<file path="src/rtl/rv32i_mc_ctrl.sv">
`default_nettype none
// +----------------------------------------------------------------------------+
// | rv32i_mc_ctrl : multi-cycle FETCH/DECODE/EXEC/MEM/WB control sequencer for |
// | RV32I. Optional macro RV32I_CTRL_TRAP_EN traps unlisted opcodes.           |
// | Revision 1.0                                                               |
// +----------------------------------------------------------------------------+
module rv32i_mc_ctrl #(
  parameter int CNT_W = 32
) (
  input  logic             clk,
  input  logic             rst_n,
  input  logic [6:0]       opcode,
  input  logic [3:0]       func3,
  input  logic             br_taken,
  output logic             imem_req,
  input  logic             imem_ack,
  output logic             dmem_req,
  output logic             dmem_we,
  input  logic             dmem_ack,
  output logic             ir_we,
  output logic             pc_we,
  output logic [1:0]       pc_sel,
  output logic             alu_src_a,
  output logic             alu_src_b,
  output logic [3:0]       alu_op,
  output logic             reg_we,
  output logic [1:0]       wb_sel,
  output logic             instr_done,
  output logic [CNT_W-1:0] instret,
  output logic             illegal
);
  localparam logic [6:0] c_OPC_BRANCH = 7'b1100011;
  localparam logic [6:0] c_OPC_LOAD   = 7'b0000011;
  localparam logic [6:0] c_OPC_STORE  = 7'b0100011;
  localparam logic [6:0] c_OPC_OP     = 7'b0110011;
  localparam logic [6:0] c_OPC_OPIMM  = 7'b0010011;
  localparam logic [6:0] c_OPC_LUI    = 7'b0110111;
  localparam logic [6:0] c_OPC_AUIPC  = 7'b0010111;
  localparam logic [6:0] c_OPC_JAL    = 7'b1101111;
  localparam logic [6:0] c_OPC_JALR   = 7'b1100111;
  localparam logic [6:0] c_OPC_FENCE  = 7'b0001111;
  localparam logic [6:0] c_OPC_SYSTEM = 7'b1110011;

  typedef enum logic [2:0] {
    S_RESET  = 3'd0,
    S_FETCH  = 3'd1,
    S_DECODE = 3'd2,
    S_EXEC   = 3'd3,
    S_MEM    = 3'd4,
    S_WB     = 3'd5,
    S_TRAP   = 3'd6
  } state_t;

  function automatic logic f_is_legal(input logic [6:0] opc);
    case (opc)
      c_OPC_BRANCH, c_OPC_LOAD, c_OPC_STORE, c_OPC_OP, c_OPC_OPIMM, c_OPC_LUI,
      c_OPC_AUIPC, c_OPC_JAL, c_OPC_JALR, c_OPC_FENCE, c_OPC_SYSTEM: return 1'b1;
      default: return 1'b0;
    endcase
  endfunction

  function automatic logic f_alu_a(input logic [6:0] opc);
    return (opc == c_OPC_BRANCH) || (opc == c_OPC_AUIPC) || (opc == c_OPC_JAL);
  endfunction

  function automatic logic f_alu_b(input logic [6:0] opc);
    case (opc)
      c_OPC_BRANCH, c_OPC_LOAD, c_OPC_STORE, c_OPC_OPIMM, c_OPC_AUIPC,
      c_OPC_JAL, c_OPC_JALR: return 1'b1;
      default: return 1'b0;
    endcase
  endfunction

  // Only shift-right-immediate carries inst[30] into the ALU function for OPIMM.
  function automatic logic [3:0] f_alu_op(input logic [6:0] opc, input logic [3:0] f3);
    if (opc == c_OPC_OP) return f3;
    if (opc == c_OPC_OPIMM) return (f3[2:0] == 3'b101) ? f3 : {1'b0, f3[2:0]};
    return 4'b0000;
  endfunction

  function automatic logic f_wb_reg(input logic [6:0] opc);
    case (opc)
      c_OPC_OP, c_OPC_OPIMM, c_OPC_LUI, c_OPC_AUIPC, c_OPC_JAL, c_OPC_JALR,
      c_OPC_LOAD: return 1'b1;
      default: return 1'b0;
    endcase
  endfunction

  function automatic logic [1:0] f_wb_sel(input logic [6:0] opc);
    case (opc)
      c_OPC_LOAD:           return 2'd1;
      c_OPC_JAL, c_OPC_JALR: return 2'd2;
      c_OPC_LUI:            return 2'd3;
      default:              return 2'd0;
    endcase
  endfunction

  state_t           r_state;
  logic [6:0]       r_opc;
  logic             r_imem_req, r_dmem_req, r_dmem_we, r_pc_we, r_done;
  logic [1:0]       r_pc_sel, r_wb_sel;
  logic             r_alu_a, r_alu_b, r_reg_we;
  logic [3:0]       r_alu_op;
  logic [CNT_W-1:0] r_instret;
  logic             w_exec_br, w_st_done, w_trap;

`ifdef RV32I_CTRL_TRAP_EN
  logic r_illegal;
  assign w_trap = !f_is_legal(r_opc);
  always_ff @(posedge clk or negedge rst_n) begin
    if (!rst_n) r_illegal <= 1'b0;
    else if (r_state == S_EXEC && w_trap) r_illegal <= 1'b1;
  end
  assign illegal = r_illegal;
`else
  assign w_trap  = 1'b0;
  assign illegal = 1'b0;
`endif

  // Strobes qualified by same-cycle inputs (acks, branch result) stay combinational.
  assign w_exec_br  = (r_state == S_EXEC) && (r_opc == c_OPC_BRANCH);
  assign w_st_done  = (r_state == S_MEM) && r_dmem_we && dmem_ack;
  assign ir_we      = (r_state == S_FETCH) && imem_ack;
  assign pc_we      = r_pc_we | w_st_done;
  assign instr_done = r_done | w_st_done;
  assign pc_sel     = r_pc_sel | {1'b0, w_exec_br & br_taken};
  assign imem_req   = r_imem_req;
  assign dmem_req   = r_dmem_req;
  assign dmem_we    = r_dmem_we;
  assign alu_src_a  = r_alu_a;
  assign alu_src_b  = r_alu_b;
  assign alu_op     = r_alu_op;
  assign reg_we     = r_reg_we;
  assign wb_sel     = r_wb_sel;
  assign instret    = r_instret;

  always_ff @(posedge clk or negedge rst_n) begin
    if (!rst_n) begin
      r_state <= S_RESET;   r_opc <= 7'd0;        r_instret <= '0;
      r_imem_req <= 1'b0;   r_dmem_req <= 1'b0;   r_dmem_we <= 1'b0;
      r_pc_we <= 1'b0;      r_pc_sel <= 2'd0;     r_done <= 1'b0;
      r_alu_a <= 1'b0;      r_alu_b <= 1'b0;      r_alu_op <= 4'd0;
      r_reg_we <= 1'b0;     r_wb_sel <= 2'd0;
    end else begin
      r_imem_req <= 1'b0;   r_dmem_req <= 1'b0;   r_dmem_we <= 1'b0;
      r_pc_we <= 1'b0;      r_pc_sel <= 2'd0;     r_done <= 1'b0;
      r_alu_a <= 1'b0;      r_alu_b <= 1'b0;      r_alu_op <= 4'd0;
      r_reg_we <= 1'b0;     r_wb_sel <= 2'd0;
      if (instr_done) r_instret <= r_instret + CNT_W'(1);
      case (r_state)
        S_RESET: begin
          r_state <= S_FETCH;  r_imem_req <= 1'b1;
        end
        S_FETCH: begin
          if (imem_ack) r_state <= S_DECODE;
          else r_imem_req <= 1'b1;
        end
        S_DECODE: begin
          r_state  <= S_EXEC;
          r_opc    <= opcode;
          r_alu_a  <= f_alu_a(opcode);
          r_alu_b  <= f_alu_b(opcode);
          r_alu_op <= f_alu_op(opcode, func3);
          r_pc_we  <= (opcode == c_OPC_BRANCH);
          r_done   <= (opcode == c_OPC_BRANCH);
        end
        S_EXEC: begin
          if (r_opc == c_OPC_BRANCH) begin
            r_state <= S_FETCH;  r_imem_req <= 1'b1;
          end else if (r_opc == c_OPC_LOAD || r_opc == c_OPC_STORE) begin
            r_state <= S_MEM;    r_dmem_req <= 1'b1;  r_dmem_we <= (r_opc == c_OPC_STORE);
          end else if (w_trap) begin
            r_state <= S_TRAP;
          end else begin
            r_state  <= S_WB;    r_pc_we <= 1'b1;      r_done <= 1'b1;
            r_alu_a  <= r_alu_a; r_alu_b <= r_alu_b;   r_alu_op <= r_alu_op;
            r_reg_we <= f_wb_reg(r_opc);
            r_wb_sel <= f_wb_sel(r_opc);
            r_pc_sel <= (r_opc == c_OPC_JAL || r_opc == c_OPC_JALR) ? 2'd1 : 2'd0;
          end
        end
        S_MEM: begin
          if (!dmem_ack) begin
            r_dmem_req <= 1'b1;  r_dmem_we <= r_dmem_we;
          end else if (r_dmem_we) begin
            r_state <= S_FETCH;  r_imem_req <= 1'b1;
          end else begin
            r_state  <= S_WB;    r_pc_we <= 1'b1;      r_done <= 1'b1;
            r_alu_a  <= f_alu_a(r_opc);  r_alu_b <= f_alu_b(r_opc);
            r_reg_we <= 1'b1;    r_wb_sel <= 2'd1;
          end
        end
        S_WB: begin
          r_state <= S_FETCH;  r_imem_req <= 1'b1;
        end
        S_TRAP:  r_state <= S_TRAP;
        default: r_state <= S_RESET;
      endcase
    end
  end
endmodule
`default_nettype wire

</file>
<file path="config.mk">
export PLATFORM = sky130hd
export DESIGN_NAME = rv32i_mc_ctrl
export DESIGN_NICKNAME = d
export VERILOG_FILES = /design/src/rtl/rv32i_mc_ctrl.sv
export SDC_FILE = /design/constraint.sdc
export NUM_CORES = 1
export LEC_CHECK = 0
export BUFFER_PORTS_ARGS = -buffer_cell sky130_fd_sc_hd__clkbuf_2
export CAP_MARGIN = 20
export CORE_MARGIN = 2
export CORE_UTILIZATION = 35
export CTS_BUF_LIST = sky130_fd_sc_hd__clkbuf_4 sky130_fd_sc_hd__clkbuf_8
export DETAILED_ROUTE_END_ITERATION = 16
export PLACE_DENSITY = 0.58
export SYNTH_ARGS = -nofsm -noshare
export SYNTH_HDL_FRONTEND = slang
export SYNTH_SLANG_ARGS = --single-unit
</file>
<file path="constraint.sdc">
create_clock -name clk -period 4.75 [get_ports clk]
set_input_delay 0.95 -clock clk [delete_from_list [all_inputs] [get_ports clk]]
set_output_delay 0.95 -clock clk [all_outputs]
set_load 0.01 [all_outputs]
</file>
==> impl_metrics.ini, run 1 <==
[run_status]
outcome = complete, no violations

[cts]
clk_pin_slew_worst_paths_ps = 100
post_cts_resized = 0
clock_sinks = 56
hold_buffers = 0
clk_latency_ps = 310
numCtsBuffers = 5
htree_levels = 2
cts_tree = built
cts_setup_buffers = 0
cts.path.max_buffers = 2
cts-root-buf = clkbuf_8

[drt]
num_vias = 2138
via_per_inst = 5.103
drtPass1Iterations = 4
wl_per_cell_um = 14.48
drc = 0
drt_iter0_markers = 70
wirelength_mm = 6.067
detail-route-antenna-nets = 0

[sta]
grt_setup_unrepaired = no
finalHoldViolCount = 0
fmax_mhz = 340.7
setup-violations-final = 0
fin_skew_ps = 8.713
max_slew_margin_pct = 49.30
period_minus_slack_ps = 2935
timing.setup.tns_ps = 0
period_share_pct = 61.79
report.final.slew_viol_count = 0
tightest_slew_ps = 757.0

[logic_synthesis]
avgSynthCellArea_um2 = 11.04
yosysTopAreaCell = dfrtp_1
async_flop_share_pct = 100.0
yosysSeqAreaShare_pct = 49.38
synthCells = 257
synth.area.top_cells = dfrtp_1 (49%), xor2_1 (8.6%), nand2_1 (3.7%)
ys_ff_latch = 56
synth_top_flop_cell = dfrtp_1
synth_top_area_share_pct = 49.38
synth_edf_count = 0
synth_warnings = 0
yosysUniqueCellTypes = 50
netlist_area_um2 = 2838

[worst_setup_path]
worstSetupPathType = in -> out
cp.buffers_inverters = 3
crit_arrival_ps = 1980
worstPathRequired_ps = 3800
critical-path-top-delay-family = buffers and inverters
max_stage_delay_ps = 430
cp-end-kind = output port
crit_fanout = 31
path_cells = clkbuf_2, nand2_1, o21ba_4, inv_1, clkbuf_2
worstSetupStartpointType = primary input
slowest_stage = o21ba_4
cp_common_cell = clkbuf_2

[layout]
layout-drive-gt1-share_pct = 30.28
instances_no_fill = 419
diodes = 0
final_core_util_pct = 42.31
nets = 333
synthToLayoutAreaGrowth_pct = 16.40
fillers = 761

[placement]
gp_congestion = 0.8264
dpl.hpwl_mm = 4.336
dp_cells = 411
port_buffers = 63

[pwr]
leakagePower_nw = 1.678
power_density_nw_per_um2 = 396.8
vdd_drop_max_uv = 194.0

[floorplanning]
dieWidth_um = 94.05
die_area_um2 = 8844
rows = 32
die_h_um = 94.05
fp.coreArea_um2 = 7807
start_util_pct = 36.35
io-pin-count = 66

[grt]
use_met1_pct = 19.78
grt_use_total_pct = 14.50
antenna_found_initial = 0
busiest_layer = met2
grt_max_degree = 57
use_met2_pct = 23.45
grt_pass1_wl_mm = 10.14
grt_pass1_vias = 2040
gr-total-overflow = 0
grtUsageMet3_pct = 2.729

[worst_hold_path]
hold_path.class = reg -> reg

[run]
cap_viol_max_count = 0
[cell usage in the layout (no fill, tap or decap), drive strengths merged, types with 2 or more instances in the layout]
cell type,netlist,layout
a21oi,3,3
or3b,2,2
and2,2,2
nor4,9,9
xnor2,3,3
inv,5,5
nor2,10,10
nor4bb,2,2
nor3,10,10
dfrtp,56,56
and3,3,3
nand3,7,7
a32o,2,2
a22oi,2,2
nand4b,4,4
nand2,28,28
a22o,3,3
xor2,28,28
a31o,2,2
o21ai,6,6
nor4b,7,7
and4,8,8
clkbuf,4,70
nand3b,4,4
mux2,7,7
nand2b,3,3
nor2b,2,2
conb,1,2
nor3b,5,5
nand4,6,6
[logic make-up after synthesis]
| logic type | after synthesis | synth area share, % |
|---|---|---|
| AOI/OAI and AO/OA | 28 | 7.629 |
| xor gates and xnor gates | 31 | 9.568 |
| adders and majority gates | 1 | 0.4408 |
| buffers and inverters | 18 | 3.703 |
| DFF | 56 | 49.38 |
| muxes | 7 | 2.778 |
| other | 1 | 0.1321 |
| and+or+nand+nor | 115 | 26.37 |
[sequential cells by signal, summed over array words and instances, names as in the netlist]
register,cells
reg_we,1
imem_req,1
alu_op,4
r_done,1
alu_src_a,1
r_opc,7
dmem_we,1
instret,32
r_pc_sel,1
dmem_req,1
r_state,3
alu_src_b,1
wb_sel,2
[power breakdown]
group	total [mW]	internal, mW	leakage (nW)	switching [mW]
sequential	0.675	0.551	0.751	0.124
clock	0.280	0.125	0.0479	0.156
combinational	0.356	0.157	0.880	0.199
total	1.31	0.832	1.68	0.479
[cell usage after synthesis (all sizes together) (2+ instances only)]
master / number
dfrtp: 56
nand2: 28
xor2: 28
nor2: 10
nor3: 10
buf: 9
nor4: 9
and4: 8
mux2: 7
nand3: 7
nor4b: 7
nand4: 6
o21ai: 6
inv: 5
nor3b: 5
clkbuf: 4
nand3b: 4
nand4b: 4
a21oi: 3
a22o: 3
and3: 3
nand2b: 3
xnor2: 3
a22oi: 2
a31o: 2
a32o: 2
and2: 2
nor2b: 2
nor4bb: 2
or3b: 2
[worst register-to-register path: stages, from the launching register on]
cell and delay, ps:
dfrtp_1 500, ha_1 220, nand3_1 220, nand4b_1 580
nor4_1 410, xor2_1 170
[through the flow]
stage	cell area (um2)	power, mW	hold slack (ps)	setup WS (ps)
after floorplan	2841	0.9511	493.4	2150
after global placement	3206	1.034	454.9	1846
after detailed placement	3206	1.040	463.4	1820
after CTS	3303	1.324	481.3	1815
after global routing	3303	1.410	508.5	1703
final	3303	1.311	471.6	1815
[per-layer routing]
metal | routed length [um] | vias to the layer above
li1 | - | 1047
met1 | 2870 | 1031
met2 | 2879 | 53
met3 | 239 | 7
met4 | 78 | 0
met5 | 0 | -
[cell type report]
cell class | count | area [um2] | share of cell area [%]
clock inverters | 1 | 7.507 | 0.2273
repair buffers | 64 | 322.8 | 9.773
clock buffers | 7 | 90.09 | 2.727
inverters | 5 | 18.77 | 0.5682
multi-input cells | 184 | 1335 | 40.42
well taps | 102 | 127.6 | 3.864
flip-flops and latches | 56 | 1401 | 42.42
[path summary, 6_finish.rpt]
kind,from,end,slack [ps],cells after the start
max reg2reg,instret[0],instret[30],2570,5
max,dmem_ack,instr_done,1820,5
max in group asynchronous,rst_n,dmem_we,3480,2
min reg2reg,instret[31],instret[31],470,1
min,instret[31],instret[31],470,1
min in group asynchronous,rst_n,instret[12],750,2
Note: power is estimated with default switching activity, not from simulation.
==> inputs of run 2 (changes only) <==
clock period = 3 ns   (was 4.75 ns; I/O delays follow)
==> run 2 against run 1 <==
  * First-iteration DRC count fell by 1.4%
  * Routed wire length rose by 0.45%
  * Register-to-register slack got worse by 1700 ps
  * Clock skew fell by 3.0 ps
  * Die area did not move
  * Worst setup slack got worse by 1400 ps
  * Worst hold slack got worse by 130 ps
  * Sequential cell count did not move
  * Core utilization rose by 0.16 points
  * Total power rose by 58%
  * Via count rose by 0.56%
  * Sequential power rose by 57%
==> impl_metrics.ini, run 2 (synthesis results as in run 1) <==
[pwr]
power_density_nw_per_um2 = 623.3
leakagePower_nw = 1.688
power.total_mw = 2.067
vdd_drop_max_uv = 336.3

[sta]
tightest_slew_ps = 752.5
period_share_pct = 84.79
fmax_mhz = 393.1
setup-violations-final = 0
fin_skew_ps = 5.721
finalHoldViolCount = 0
grt_setup_unrepaired = no
timing.setup.tns_ps = 0
hold_slack_ps = 344.5
period_minus_slack_ps = 2544
max_slew_margin_pct = 49.60
report.final.slew_viol_count = 0

[cts]
post_cts_resized = 0
cts_tree = built
cts_setup_buffers = 0
clock_sinks = 56
cts.path.max_buffers = 2
cts-root-buf = clkbuf_8
numCtsBuffers = 5
hold_buffers = 0
clk_pin_slew_worst_paths_ps = 90
htree_levels = 2
clk_latency_ps = 300

[worst_setup_path]
critical-path-top-delay-family = flip-flops
crit_fanout = 31
worstSetupPathType = reg -> out
worstPathRequired_ps = 2400
path_cells = or3b_4, o21ba_4, inv_1, clkbuf_2
cp-end-kind = output port
cp.buffers_inverters = 2
worstSetupStartpointType = flop
crit_arrival_ps = 1940
max_stage_delay_ps = 470
slowest_stage = dfrtp_1

[layout]
stdcell_area_um2 = 3316
nets = 333
final_cell_mix = clkbuf_2 (63), dfrtp_1 (56), nand2_1 (28), xor2_1 (28)
multi_input_area_um2 = 1335
layout-drive-gt1-share_pct = 30.28
fillers = 787
diodes = 0
final_common_cell = clkbuf_2
synthToLayoutAreaGrowth_pct = 16.84
largest_register_ffs = 32
regArea_um2 = 1401

[grt]
grtUsageMet3_pct = 2.970
grt_pass1_wl_mm = 10.13
busiest_layer = met2
use_met2_pct = 23.33
antenna_found_initial = 0
grt_max_degree = 32
use_met1_pct = 19.57
grt_pass1_vias = 2099
gr-total-overflow = 0
grt_use_total_pct = 14.34

[drt]
drc = 0
drtPass1Iterations = 4
via_per_inst = 5.131
wirelength_mm = 6.094
drt_iter0_markers = 69
detail-route-antenna-nets = 0
num_vias = 2150
wl_per_cell_um = 14.54

[placement]
dpl.hpwl_mm = 4.473
port_buffers = 63
dpl_cell_area_um2 = 3218
gp_congestion = 0.7529

[floorplanning]
die_area_um2 = 8844
start_util_pct = 36.35
io-pin-count = 66
fp.coreArea_um2 = 7807
rows = 32
die_h_um = 94.05
dieWidth_um = 94.05

[worst_hold_path]
hold_path.class = in -> async

[run]
cap_viol_max_count = 0

[run_status]
outcome = complete, no violations
## run 2: final cells by class
cell class,instances,area share (%)
repair buffers,64,10.11
inverters,5,0.5660
multi-input cells,184,40.26
flip-flops and latches,56,42.26
well taps,102,3.849
clock buffers,8,2.943
## run 2: layer usage
layer	vias up	share of wire [%]
met3	0	4.7
met5	-	0
met4	0	0
met2	54	49
met1	1045	46
li1	1051	-
## run 2: worst paths after layout
check	start	to	slack [ps]	depth (start not counted)
worst min register to register	instret[31]	instret[31]	470	1
max in group asynchronous	rst_n	instret[19]	2040	2
worst max-delay path	r_state[0]	pc_we	460	4
worst max register to register	instret[0]	instret[30]	850	5
min in group clk	instret[31]	instret[31]	470	1
worst min-delay path	rst_n	instret[10]	340	1
## run 2: metrics by stage
stage / instances / utilization, % / setup slack [ps]
floorplan: 258 / - / 867.8
global placement: 411 / 41.22 / 809.1
detailed placement: 411 / 41.22 / 783.4
CTS: 419 / 42.47 / 450.0
global route: 419 / 42.47 / 344.9
finish: 419 / 42.47 / 456.2
## run 2: where the power goes
group | switching (mW) | internal (mW) | total [mW]
logic | 0.319 | 0.250 | 0.570
registers | 0.183 | 0.872 | 1.06
clock network | 0.235 | 0.207 | 0.442
==> inputs of run 3 (changes only) <==
clock period = 2.6 ns   (was 3 ns; I/O delays follow)
==> run 3 against run 2 <==
  * Sequential power is 15% higher
  * Count of clock-buffer cells in the layout is 2 lower
  * Non-clock buffer count is 1 higher
  * Via count hardly changed
  * Global-route usage is 0.39 points lower
  * Core utilization is 0.11 points lower
==> impl_metrics.ini, run 3 (synthesis results as in run 1) <==
[grt]
gr-total-overflow = 0
grt_pass1_wl_mm = 9.873
grt_use_total_pct = 13.95
grt_max_degree = 35
antenna_found_initial = 0
grt_pass1_vias = 2009

[worst_setup_path]
worstPathRequired_ps = 2080
worstSetupStartpointType = flop
crit_fanout = 31
worstSetupPathType = reg -> out
path_cells = or3b_4, o21ba_4, inv_1, clkbuf_2
crit_arrival_ps = 1910
max_stage_delay_ps = 460
cp-end-kind = output port
critical-path-top-delay-family = flip-flops
cp.buffers_inverters = 2
slowest_stage = dfrtp_1

[drt]
drt_iter0_markers = 76
num_vias = 2152
via_per_inst = 5.136
detail-route-antenna-nets = 0
wl_per_cell_um = 14.44
drtPass1Iterations = 4
wirelength_mm = 6.052
drc = 0

[sta]
period_share_pct = 93.52
finalHoldViolCount = 0
fin_skew_ps = 8.558
setup-violations-final = 0
tightest_slew_ps = 770.4
fmax_mhz = 411.3
grt_setup_unrepaired = no
period_minus_slack_ps = 2431
report.final.slew_viol_count = 0
timing.setup.tns_ps = 0
max_slew_margin_pct = 48.40

[floorplanning]
fp.coreArea_um2 = 7807
rows = 32
io-pin-count = 66
die_h_um = 94.05
dieWidth_um = 94.05
die_area_um2 = 8844
start_util_pct = 36.35

[layout]
fillers = 806
synthToLayoutAreaGrowth_pct = 16.53
nets = 334
final_common_cell = clkbuf_2
final_cell_mix = clkbuf_2 (63), dfrtp_1 (56), nand2_1 (28), xor2_1 (28)
instances_no_fill = 419
largest_register_ffs = 32
diodes = 0
layout-drive-gt1-share_pct = 30.28

[placement]
dpl.hpwl_mm = 4.485
dp_cells = 412
port_buffers = 63
gp_congestion = 0.7775

[cts]
cts_tree = built
cts.path.max_buffers = 2
htree_levels = 2
numCtsBuffers = 5
clk_pin_slew_worst_paths_ps = 90
clk_latency_ps = 300
hold_buffers = 0
cts_setup_buffers = 0
clock_sinks = 56
post_cts_resized = 0
cts-root-buf = clkbuf_8

[pwr]
vdd_drop_max_uv = 449.8
power_density_nw_per_um2 = 705.9
leakagePower_nw = 1.684

[run]
cap_viol_max_count = 0

[worst_hold_path]
hold_path.class = in -> async

[run_status]
outcome = complete, no violations
==> run 3: cell types whose count changed in the layout (fill, tap and decap cells not counted) <==
cell	before	now
clkbuf_4	2	1
clkbuf_8	6	5
clkinv_2	0	1
buf_4	0	1
==> run 3: path summary, 6_finish.rpt <==
path	start	to	slack, ps	depth (start not counted)
setup / recovery	r_state[0]	pc_we	170	4
hold / removal	rst_n	instret[11]	220	1
setup reg to reg	r_state[1]	alu_op[3]	620	4
hold reg to reg	instret[31]	instret[31]	470	1
max in group asynchronous	rst_n	r_done	1790	2
min in group clk	func3[1]	alu_op[1]	460	2
==> run 3: routing by layer <==
layer  GRT usage [%]  share of wire (%)  up-vias
met5               0                  0        -
met4           2.536               0.66        0
met3           2.648                3.7        5
met2           22.44                 47       50
met1           19.81                 48     1053
li1                -                  -     1044
==> run 3: through the flow <==
stage / hold slack, ps / power, mW / util [%] / cell area [um2] / worst slack (ps)
after global placement: 456.1 / 1.895 / 41.31 / 3226 / 507.0
final: 215.0 / 2.335 / 42.36 / 3307 / 168.5
after detailed placement: 458.4 / 1.899 / 41.31 / 3226 / 492.7
after global routing: 254.1 / 2.492 / 42.36 / 3307 / 46.89
after floorplan: 224.4 / 1.738 / - / 2841 / 547.8
after CTS: 234.0 / 2.364 / 42.36 / 3307 / 150.8
==> run 3: where the power goes <==
part / internal, mW / switching [mW]
logic: 0.290 / 0.368
registers: 1.01 / 0.216
clock network: 0.195 / 0.260
==> run 3: final cells by class <==
type	count	area [um2]	share of cell area, %
multi-input cells	184	1335	40.37
well taps	102	127.6	3.859
clock buffers	6	76.32	2.308
clock inverters	1	5.005	0.1513
repair buffers	65	342.8	10.37
flip-flops and latches	56	1401	42.38
inverters	5	18.77	0.5675
